$ cat src/rtl/riscv_m_pkg.sv
// Shared RV32M encodings, FSM states and constants for the iterative multiply/divide unit.
package riscv_m_pkg;

  typedef enum logic [2:0] {
    F3Mul    = 3'b000,
    F3Mulh   = 3'b001,
    F3Mulhsu = 3'b010,
    F3Mulhu  = 3'b011,
    F3Div    = 3'b100,
    F3Divu   = 3'b101,
    F3Rem    = 3'b110,
    F3Remu   = 3'b111
  } funct3_e;

  typedef enum logic [1:0] {
    StIdle = 2'd0,
    StCalc = 2'd1,
    StFin  = 2'd2
  } estado_e;

  localparam logic [5:0]  ITER_MAX = 6'd31;
  localparam logic [31:0] DIV0_RES = 32'hFFFF_FFFF;
  localparam logic [31:0] INT_MIN  = 32'h8000_0000;

  // Two's-complement negation when n is set.
  function automatic logic [31:0] neg_if(input logic n, input logic [31:0] v);
    return n ? (~v + 32'd1) : v;
  endfunction

endpackage

$ cat src/rtl/divisor_restaurador.sv
// One restoring-division step: shifts in the next dividend bit and produces one quotient bit.
// Only built when MUL_DIV_DIVISION_EN is defined.
`ifdef MUL_DIV_DIVISION_EN
module divisor_restaurador #(
  parameter int unsigned XLEN = 32
) (
  input  logic [XLEN-1:0] resto_i,
  input  logic [XLEN-1:0] cociente_i,
  input  logic [XLEN-1:0] divisor_i,
  output logic [XLEN-1:0] resto_o,
  output logic [XLEN-1:0] cociente_o
);

  logic [XLEN:0] parcial;
  logic [XLEN:0] dif;

  always_comb begin
    parcial = {resto_i, cociente_i[XLEN-1]};
    dif     = parcial - {1'b0, divisor_i};
    // A borrow out of the top bit means the divisor did not fit: restore.
    if (dif[XLEN]) begin
      resto_o    = parcial[XLEN-1:0];
      cociente_o = {cociente_i[XLEN-2:0], 1'b0};
    end else begin
      resto_o    = dif[XLEN-1:0];
      cociente_o = {cociente_i[XLEN-2:0], 1'b1};
    end
  end

endmodule
`endif

$ cat src/rtl/mul_div_iterativa.sv
// Iterative RV32M multiply/divide unit: 32 shift-add or restoring-division steps per operation.
// Define MUL_DIV_DIVISION_EN to build the divider; otherwise div/rem ops return 0 in one cycle.
module mul_div_iterativa
  import riscv_m_pkg::*;
#(
  parameter int unsigned XLEN = 32
) (
  input  logic            clk,
  input  logic            rst,
  input  logic            inicio,
  input  logic [2:0]      funct3,
  input  logic [XLEN-1:0] entrada_A,
  input  logic [XLEN-1:0] entrada_B,
  output logic            ocupado,
  output logic            listo,
  output logic [XLEN-1:0] resultado
);

  estado_e     estado_q, estado_d;
  logic [5:0]  cnt_q, cnt_d;
  funct3_e     op_q, op_d;
  logic [31:0] opnd_q, opnd_d;
  logic        neg_q, neg_d;
  logic [63:0] prod_q, prod_d;
  logic        ocupado_q, ocupado_d;
  logic        listo_q, listo_d;
  logic [31:0] resultado_q, resultado_d;

  funct3_e     op_in;
  logic        a_sgn, b_sgn;
  logic [31:0] mag_a, mag_b;
  logic        especial;
  logic [31:0] res_especial;
  logic [32:0] suma;
  logic [63:0] mul_paso, paso, prod_fix;
  logic [31:0] res_fin;

  always_comb begin
    op_in = funct3_e'(funct3);
    a_sgn = entrada_A[31] & (op_in inside {F3Mul, F3Mulh, F3Mulhsu, F3Div, F3Rem});
    b_sgn = entrada_B[31] & (op_in inside {F3Mul, F3Mulh, F3Div, F3Rem});
    mag_a = neg_if(a_sgn, entrada_A);
    mag_b = neg_if(b_sgn, entrada_B);
  end

  always_comb begin
    especial     = 1'b0;
    res_especial = '0;
`ifdef MUL_DIV_DIVISION_EN
    if (funct3[2] && entrada_B == '0) begin
      especial     = 1'b1;
      res_especial = funct3[1] ? entrada_A : DIV0_RES;
    end else if (funct3[2] && !funct3[0] && entrada_A == INT_MIN && entrada_B == DIV0_RES) begin
      especial     = 1'b1;
      res_especial = funct3[1] ? 32'd0 : INT_MIN;
    end
`else
    especial = funct3[2];
`endif
  end

  // Shift-add: conditionally add the multiplicand into the high half, then shift right.
  always_comb begin
    suma     = {1'b0, prod_q[63:32]} + {1'b0, (prod_q[0] ? opnd_q : 32'd0)};
    mul_paso = {suma, prod_q[31:1]};
  end

`ifdef MUL_DIV_DIVISION_EN
  logic [31:0] div_resto, div_coc;

  divisor_restaurador #(
    .XLEN(32)
  ) u_divisor (
    .resto_i   (prod_q[63:32]),
    .cociente_i(prod_q[31:0]),
    .divisor_i (opnd_q),
    .resto_o   (div_resto),
    .cociente_o(div_coc)
  );

  assign paso = op_q[2] ? {div_resto, div_coc} : mul_paso;
`else
  assign paso = mul_paso;
`endif

  always_comb begin
    prod_fix = neg_q ? (~paso + 64'd1) : paso;
    unique case (op_q)
      F3Mul:                     res_fin = prod_fix[31:0];
      F3Mulh, F3Mulhsu, F3Mulhu: res_fin = prod_fix[63:32];
`ifdef MUL_DIV_DIVISION_EN
      F3Div, F3Divu:             res_fin = neg_if(neg_q, paso[31:0]);
      F3Rem, F3Remu:             res_fin = neg_if(neg_q, paso[63:32]);
`endif
      default:                   res_fin = '0;
    endcase
  end

  always_comb begin
    estado_d    = estado_q;
    cnt_d       = cnt_q;
    op_d        = op_q;
    opnd_d      = opnd_q;
    neg_d       = neg_q;
    prod_d      = prod_q;
    ocupado_d   = ocupado_q;
    listo_d     = 1'b0;
    resultado_d = resultado_q;
    unique case (estado_q)
      StIdle: begin
        if (inicio) begin
          op_d      = op_in;
          cnt_d     = '0;
          ocupado_d = 1'b1;
          if (especial) begin
            estado_d    = StFin;
            listo_d     = 1'b1;
            resultado_d = res_especial;
          end else begin
            estado_d = StCalc;
            neg_d    = (op_in == F3Rem) ? a_sgn : (a_sgn ^ b_sgn);
            // Multiply walks B's bits adding |A|; divide shifts |A| out against |B|.
            opnd_d   = funct3[2] ? mag_b : mag_a;
            prod_d   = {32'd0, (funct3[2] ? mag_a : mag_b)};
          end
        end
      end
      StCalc: begin
        prod_d = paso;
        cnt_d  = cnt_q + 6'd1;
        if (cnt_q == ITER_MAX) begin
          estado_d    = StFin;
          listo_d     = 1'b1;
          resultado_d = res_fin;
        end
      end
      StFin: begin
        estado_d  = StIdle;
        ocupado_d = 1'b0;
        cnt_d     = '0;
      end
      default: begin
        estado_d  = StIdle;
        ocupado_d = 1'b0;
      end
    endcase
  end

  always_ff @(posedge clk) begin
    if (rst) begin
      estado_q    <= StIdle;
      cnt_q       <= '0;
      op_q        <= F3Mul;
      opnd_q      <= '0;
      neg_q       <= 1'b0;
      prod_q      <= '0;
      ocupado_q   <= 1'b0;
      listo_q     <= 1'b0;
      resultado_q <= '0;
    end else begin
      estado_q    <= estado_d;
      cnt_q       <= cnt_d;
      op_q        <= op_d;
      opnd_q      <= opnd_d;
      neg_q       <= neg_d;
      prod_q      <= prod_d;
      ocupado_q   <= ocupado_d;
      listo_q     <= listo_d;
      resultado_q <= resultado_d;
    end
  end

  assign ocupado   = ocupado_q;
  assign listo     = listo_q;
  assign resultado = resultado_q;

endmodule

$ cat config.mk
export PLATFORM = sky130hd
export DESIGN_NAME = mul_div_iterativa
export DESIGN_NICKNAME = d
export VERILOG_FILES = /design/src/rtl/riscv_m_pkg.sv /design/src/rtl/divisor_restaurador.sv /design/src/rtl/mul_div_iterativa.sv
export SDC_FILE = /design/constraint.sdc
export NUM_CORES = 1
export LEC_CHECK = 0
export CORE_ASPECT_RATIO = 1.25
export CORE_MARGIN = 2
export CORE_UTILIZATION = 40
export DETAILED_ROUTE_END_ITERATION = 8
export HOLD_SLACK_MARGIN = 0.02
export PLACE_DENSITY_LB_ADDON = 0.05
export SYNTH_ARGS = -nofsm -noshare
export SYNTH_HDL_FRONTEND = slang
export SYNTH_SLANG_ARGS = --single-unit
$ cat constraint.sdc
create_clock -name clk -period 10.14 [get_ports clk]
set_clock_uncertainty 0.2 [all_clocks]
set_input_delay 1.014 -clock clk [delete_from_list [all_inputs] [get_ports clk]]
set_output_delay 1.014 -clock clk [all_outputs]
set_load 0.01 [all_outputs]
## Word-level counts from Yosys, hierarchy flattened

Cells that the tools add are included.
W data, S select, Z words.

| storage, ports and cells | value |
|---|---|
| bits in registers | 142 |
| input port bits | 70 |
| output and inout bits | 34 |
| word-level logic and storage cells | 76 |

| operators by class | value |
|---|---|
| $add $sub $neg | 5 |
| equality and inequality tests | 14 |
| muxes and demuxes | 25 |
| bitwise logic cells | 8 |
| reduce and logical (&&, ||, !) cells | 15 |

Operator list:

| cell | number |
|---|---|
| $mux W32 | 6 |
| $mux W64 | 3 |
| $pmux W32 S2 | 2 |
| $pmux W64 S2 | 1 |
| $add A32 B1 Y32 const B | 2 |
| $add A64 B1 Y64 const B | 1 |
| $not A32 Y32 | 2 |
| $not A64 Y64 | 1 |
| $add A32 B32 Y33 | 1 |
| $pmux W6 S3 | 1 |
| $eq A3 B2 Y1 const B | 3 |
| $ne A2 B2 Y1 const B | 4 |
| $reduce_and A2 Y1 | 4 |
| $add A6 B1 Y6 const B | 1 |
| $eq A3 B1 Y1 const B | 2 |
| $eq A3 B3 Y1 const B | 2 |
| $eq A6 B5 Y1 const B | 1 |
| $logic_not A3 Y1 | 2 |
| $mux W2 | 3 |
| $mux W6 | 1 |
| $reduce_and A3 Y1 | 2 |
| $mux W1 | 5 |
| $reduce_bool A5 Y1 | 1 |
| $pmux W1 S2 | 2 |
| other kinds (12) | 14 |

## Logic depth before layout (Yosys ltp)

| logic depth | value |
|---|---|
| word-level depth | 8 |
| mapped depth | 15 |
| gate-level depth less buffers | 14 |

## Least setup slack after synthesis

No wires, ideal clock.

| timing | value |
|---|---|
| path kind | register to register |
| start | register prod_q[0] |
| end | register resultado_q[31], in the netlist resultado[31] |
| setup time | 0.074 ns |
| data arrival time | 3.716 ns |
| data required time | 9.866 ns |
| slack | 6.150 ns |
| cell stages (with the launch flop) | 16 |
| buffers on the path | 1 |
| clock period less this slack | 3.990 ns |
| path through | dfxtp_1 -> clkbuf_1 -> and2_1 -> ha_1 -> fa_1 -> a21oi_2 -> o21a_1 -> o21ai_1 -> xnor2_4 -> o2111ai_2 -> or2_4 -> or4_4 -> nor2_2 -> nand2_1 -> or4_1 -> a31oi_1 |

| on the way | value |
|---|---|
| longest elaborated chain between the ends | 8 |

Ends and longest elaborated chain:

| element | line | text |
|---|---|---|
| start: declaration | mul_div_iterativa.sv:24 | `logic [63:0] prod_q, prod_d;` |
| start signal: assignment | mul_div_iterativa.sv:166 | `prod_q <= prod_d;` |
| $mux W32 * | mul_div_iterativa.sv:64 | `suma = {1'b0, prod_q[63:32]} + {1'b0, (prod_q[0] ? opnd_q : 32'd0)};` |
| $add A32 B32 Y33 * | mul_div_iterativa.sv:64 |  |
| $not A64 Y64 | mul_div_iterativa.sv:87 | `prod_fix = neg_q ? (~paso + 64'd1) : paso;` |
| $add A64 B1 Y64 | mul_div_iterativa.sv:87 |  |
| $mux W64 * | mul_div_iterativa.sv:87 |  |
| $pmux W32 S2 * | mul_div_iterativa.sv:88 | `unique case (op_q)` |
| $mux W32 * | mul_div_iterativa.sv:131 | `if (cnt_q == ITER_MAX) begin` |
| $pmux W32 S2 * | mul_div_iterativa.sv:109 | `unique case (estado_q)` |
| end signal: assignment | mul_div_iterativa.sv:169 | `resultado_q <= resultado_d;` |
| end: declaration | mul_div_iterativa.sv:27 | `logic [31:0] resultado_q, resultado_d;` |

Every way passes the cells marked *; elsewhere a longest branch is shown, timed or not. The select of a mux whose other input is x is not followed.
A chain may end at the register's enable or synchronous reset.

## Worst setup path in the final report

| timing | value |
|---|---|
| start | register prod_q[0] |
| end | register resultado_q[24], in the netlist resultado[24] |

Same word-level chain as after synthesis.

==> flow_summary.yaml <==
status:
  status: "completed"
worst_setup_path:
  crit_required_ps: 10270
  slowest_stage: "dfxtp_1"
  crit_fanout: 33
  cp.arrival_ps: 5170
  crit_family: "compound AO/OA/AOI/OAI gates"
  crit_path_cell_trace: "and2_1 -> ha_1 -> fa_1 -> a21oi_2 -> o21a_1 -> nor4_1 -> o31a_1 -> nor2_1 -> xor2_1 -> nand4_2 -> o31ai_1 -> xnor2_1 -> o22ai_1 -> a32o_1"
  critical_path_buf_inv_count: 0
  critical_path.max_stage_delay_ps: 1020
  crit_type: "register to register"
  startpoint_type: "register"
  worstSetupEndpointType: "register"
synth:
  synth_nets: 1510
  syn_area_per_cell_um2: 7.57
  synth_top_area_share_pct: 26.8
  synth_seq_cells: 142
  async_reset_ff_share_pct: 0
  synth_area_leaders: "dfxtp_1, nor2_1, xor2_1"
  yosysUniqueCellTypes: 82
  synth_top_area_cell: "dfxtp_1"
  synth-edff-count: 0
  ys_seq_area_share_pct: 26.8
  ys.flop_type: "dfxtp_1"
  syn_inst: 1403
  yosysMostFrequentCell: "nor2_1"
  netlist_area_mm2: 0.0106
  synth-warning-count: 0
  synthTopCellsByCount: "nor2_1, dfxtp_1, a21oi_1, nand2_1, xor2_1"
cts:
  clockBufferDepth: 2
  ctsHoldBuffers: 0
  post_cts_buffers: 0
  ctsResizeCount: 0
  clkTransAtPathRegs_ps: 60
  cts_root_buffer: "clkbuf_16"
  cts_tree: "built"
  clk-insertion-delay-late_ps: 440
  numCtsBuffers: 17
  cts_sinks: 142
  cts.htree.levels: 4
detailed_routing:
  drc: 0
  vias: 10300
  routed_wl_um: 33100
  vias_per_cell: 5.71
  drt_first_pass_iters: 5
  wl_per_cell_um: 18.4
  ant_nets: 0
  drt_first_iter_violations: 746
timing:
  fmax_mhz: 199
  worst_slew_pin_slew_ps: 1060
  slew_violations: 0
  fin_setup_tns_ps: 0
  hold_viol_final: 0
  maxSlewHeadroom_pct: 29.0
  setup_violations: 0
  rsz0062_at_grt: "false"
  period_needed_ps: 5040
  post-route-period-util_pct: 49.7
die:
  die-area_mm2: 0.0279
  ios: 104
  die_x_um: 150
  initial_core_util_pct: 40.7
  coreArea_mm2: 0.0261
  rows: 66
  fp.dieH_um: 186
grt:
  grt_overflow_total: 0
  antenna_found_initial: 0
  globalRouteTotalUtil_pct: 24.0
  grt_max_degree: 96
  grt_pass1_vias: 9729
  grt_pass1_wl_um: 52600
hold_path:
  hold_class: "register to register"
power:
  p_switching_mw: 0.478
  ir_drop_mv: 0.0946
  power_frac_seq_pct: 39.8
  p_int_mw: 1.07
  pwr-share-comb_pct: 19.2
  pwr-share-clk_pct: 41.0
  power.density_mw_per_mm2: 125
  swShare_pct: 30.9
  p_leak_nw: 4.53
  p_total_mw: 1.55
placement:
  io_buffers: 103
  hpwlAfterDp_um: 24400
  place.gp.congestion: 0.910
  place_area_mm2: 0.0118
final_layout:
  fillers: 2732
  drive_gt1_share_pct: 5.48
  synthToLayoutAreaGrowth_pct: 16.7
  fin_area_mm2: 0.0124
  antennaDiodeCount: 0
  nets: 1554
  finish.utilization_pct: 47.5
run:
  max_cap_violations: 0
per-layer routing:
layer  wire length [µm]  vias up  global-route usage (%)
met1              15300     4790                    31.1
met3               1150       38                    2.44
met5                  0        -                       0
li1                   -     5205                       -
met4                686        0                    8.08
met2              16000      244                    41.7
cell usage in the layout, fill, tap and decap left out, types with 10 or more instances in the layout:
master and instances:
nor2_1 226, a21o_1 13, a22oi_1 43, clkbuf_16 17, a21oi_1 104, xnor2_1 67
a211oi_1 65, o21ai_1 14, clkdlybuf4s50_1 102, o21ai_0 43, a31oi_1 10, o31ai_1 29
o41ai_1 16, or3_1 19, inv_1 28, o211ai_1 10, ha_1 36, nand4_1 12
or4_1 10, xor2_1 72, nor3_1 37, nand2b_1 13, dfxtp_1 141, nand3_1 15
buf_4 10, and2_1 42, o22ai_1 18, nand2_1 100
sequential cells by signal, summed over array words and instances, names as in the netlist:
name and count:
op_q 3, prod_q 64, opnd_q 32, resultado 32, neg_q 1, ocupado 1
estado_q 2, listo 1, cnt_q 6
power by group through the flow:
stage          clock network, mW  registers [mW]  logic [mW]
6_report                   0.633           0.614       0.297
5_1_grt                    0.669           0.618       0.330
4_1_cts                    0.645           0.614       0.299
3_5_place_dp                   0           0.626       0.297
3_3_place_gp                   0           0.626       0.295
2_1_floorplan                  0           0.611       0.206
area by class of cell:
type	instances	area, µm²	area share, %
Multi-Input combinational cell	1146	7340	59.2
Inverter	28	105	0.848
Tap cell	340	425	3.43
Sequential cell	142	2840	23.0
Clock inverter	13	138	1.11
Timing Repair Buffer	112	1100	8.84
Clock buffer	19	443	3.57
worst paths after layout:
check	endpoint	start	slack (ps)	cells past startpoint
max	resultado[24]$_SDFFE_PP0P_	prod_q[0]$_SDFFE_PP0P_	5100	14
min	opnd_q[31]$_SDFFE_PP0P_	opnd_q[31]$_SDFFE_PP0P_	270	2
max reg2reg	resultado[24]$_SDFFE_PP0P_	prod_q[0]$_SDFFE_PP0P_	5100	14
min reg2reg	opnd_q[31]$_SDFFE_PP0P_	opnd_q[31]$_SDFFE_PP0P_	270	2
cell families (layout without fill, tap and decap cells):
logic type / after synthesis / in the layout / share of synthesized area [%]
xor+xnor: 140 / 140 / 11.7
buf+inv: 115 / 172 / 4.29
compound gates: 434 / 434 / 28.3
fa+ha+maj: 37 / 37 / 4.43
simple gates: 527 / 527 / 23.7
mux: 8 / 8 / 0.754
flops: 142 / 142 / 26.8
per-stage QoR:
stage,setup WS [ps],hold WS [ps],instances
finish,5100,265,1800
global route,4680,297,1800
CTS,5150,262,1800
detailed placement,5170,250,1768
global placement,5260,249,1768
floorplan,6150,227,1403
tightest hold or removal path: stages, from the launching register on:
cell and delay, ps:
dfxtp_1 310, nand2_1 50, a21oi_1 50
(Power assumes the default switching activity.)
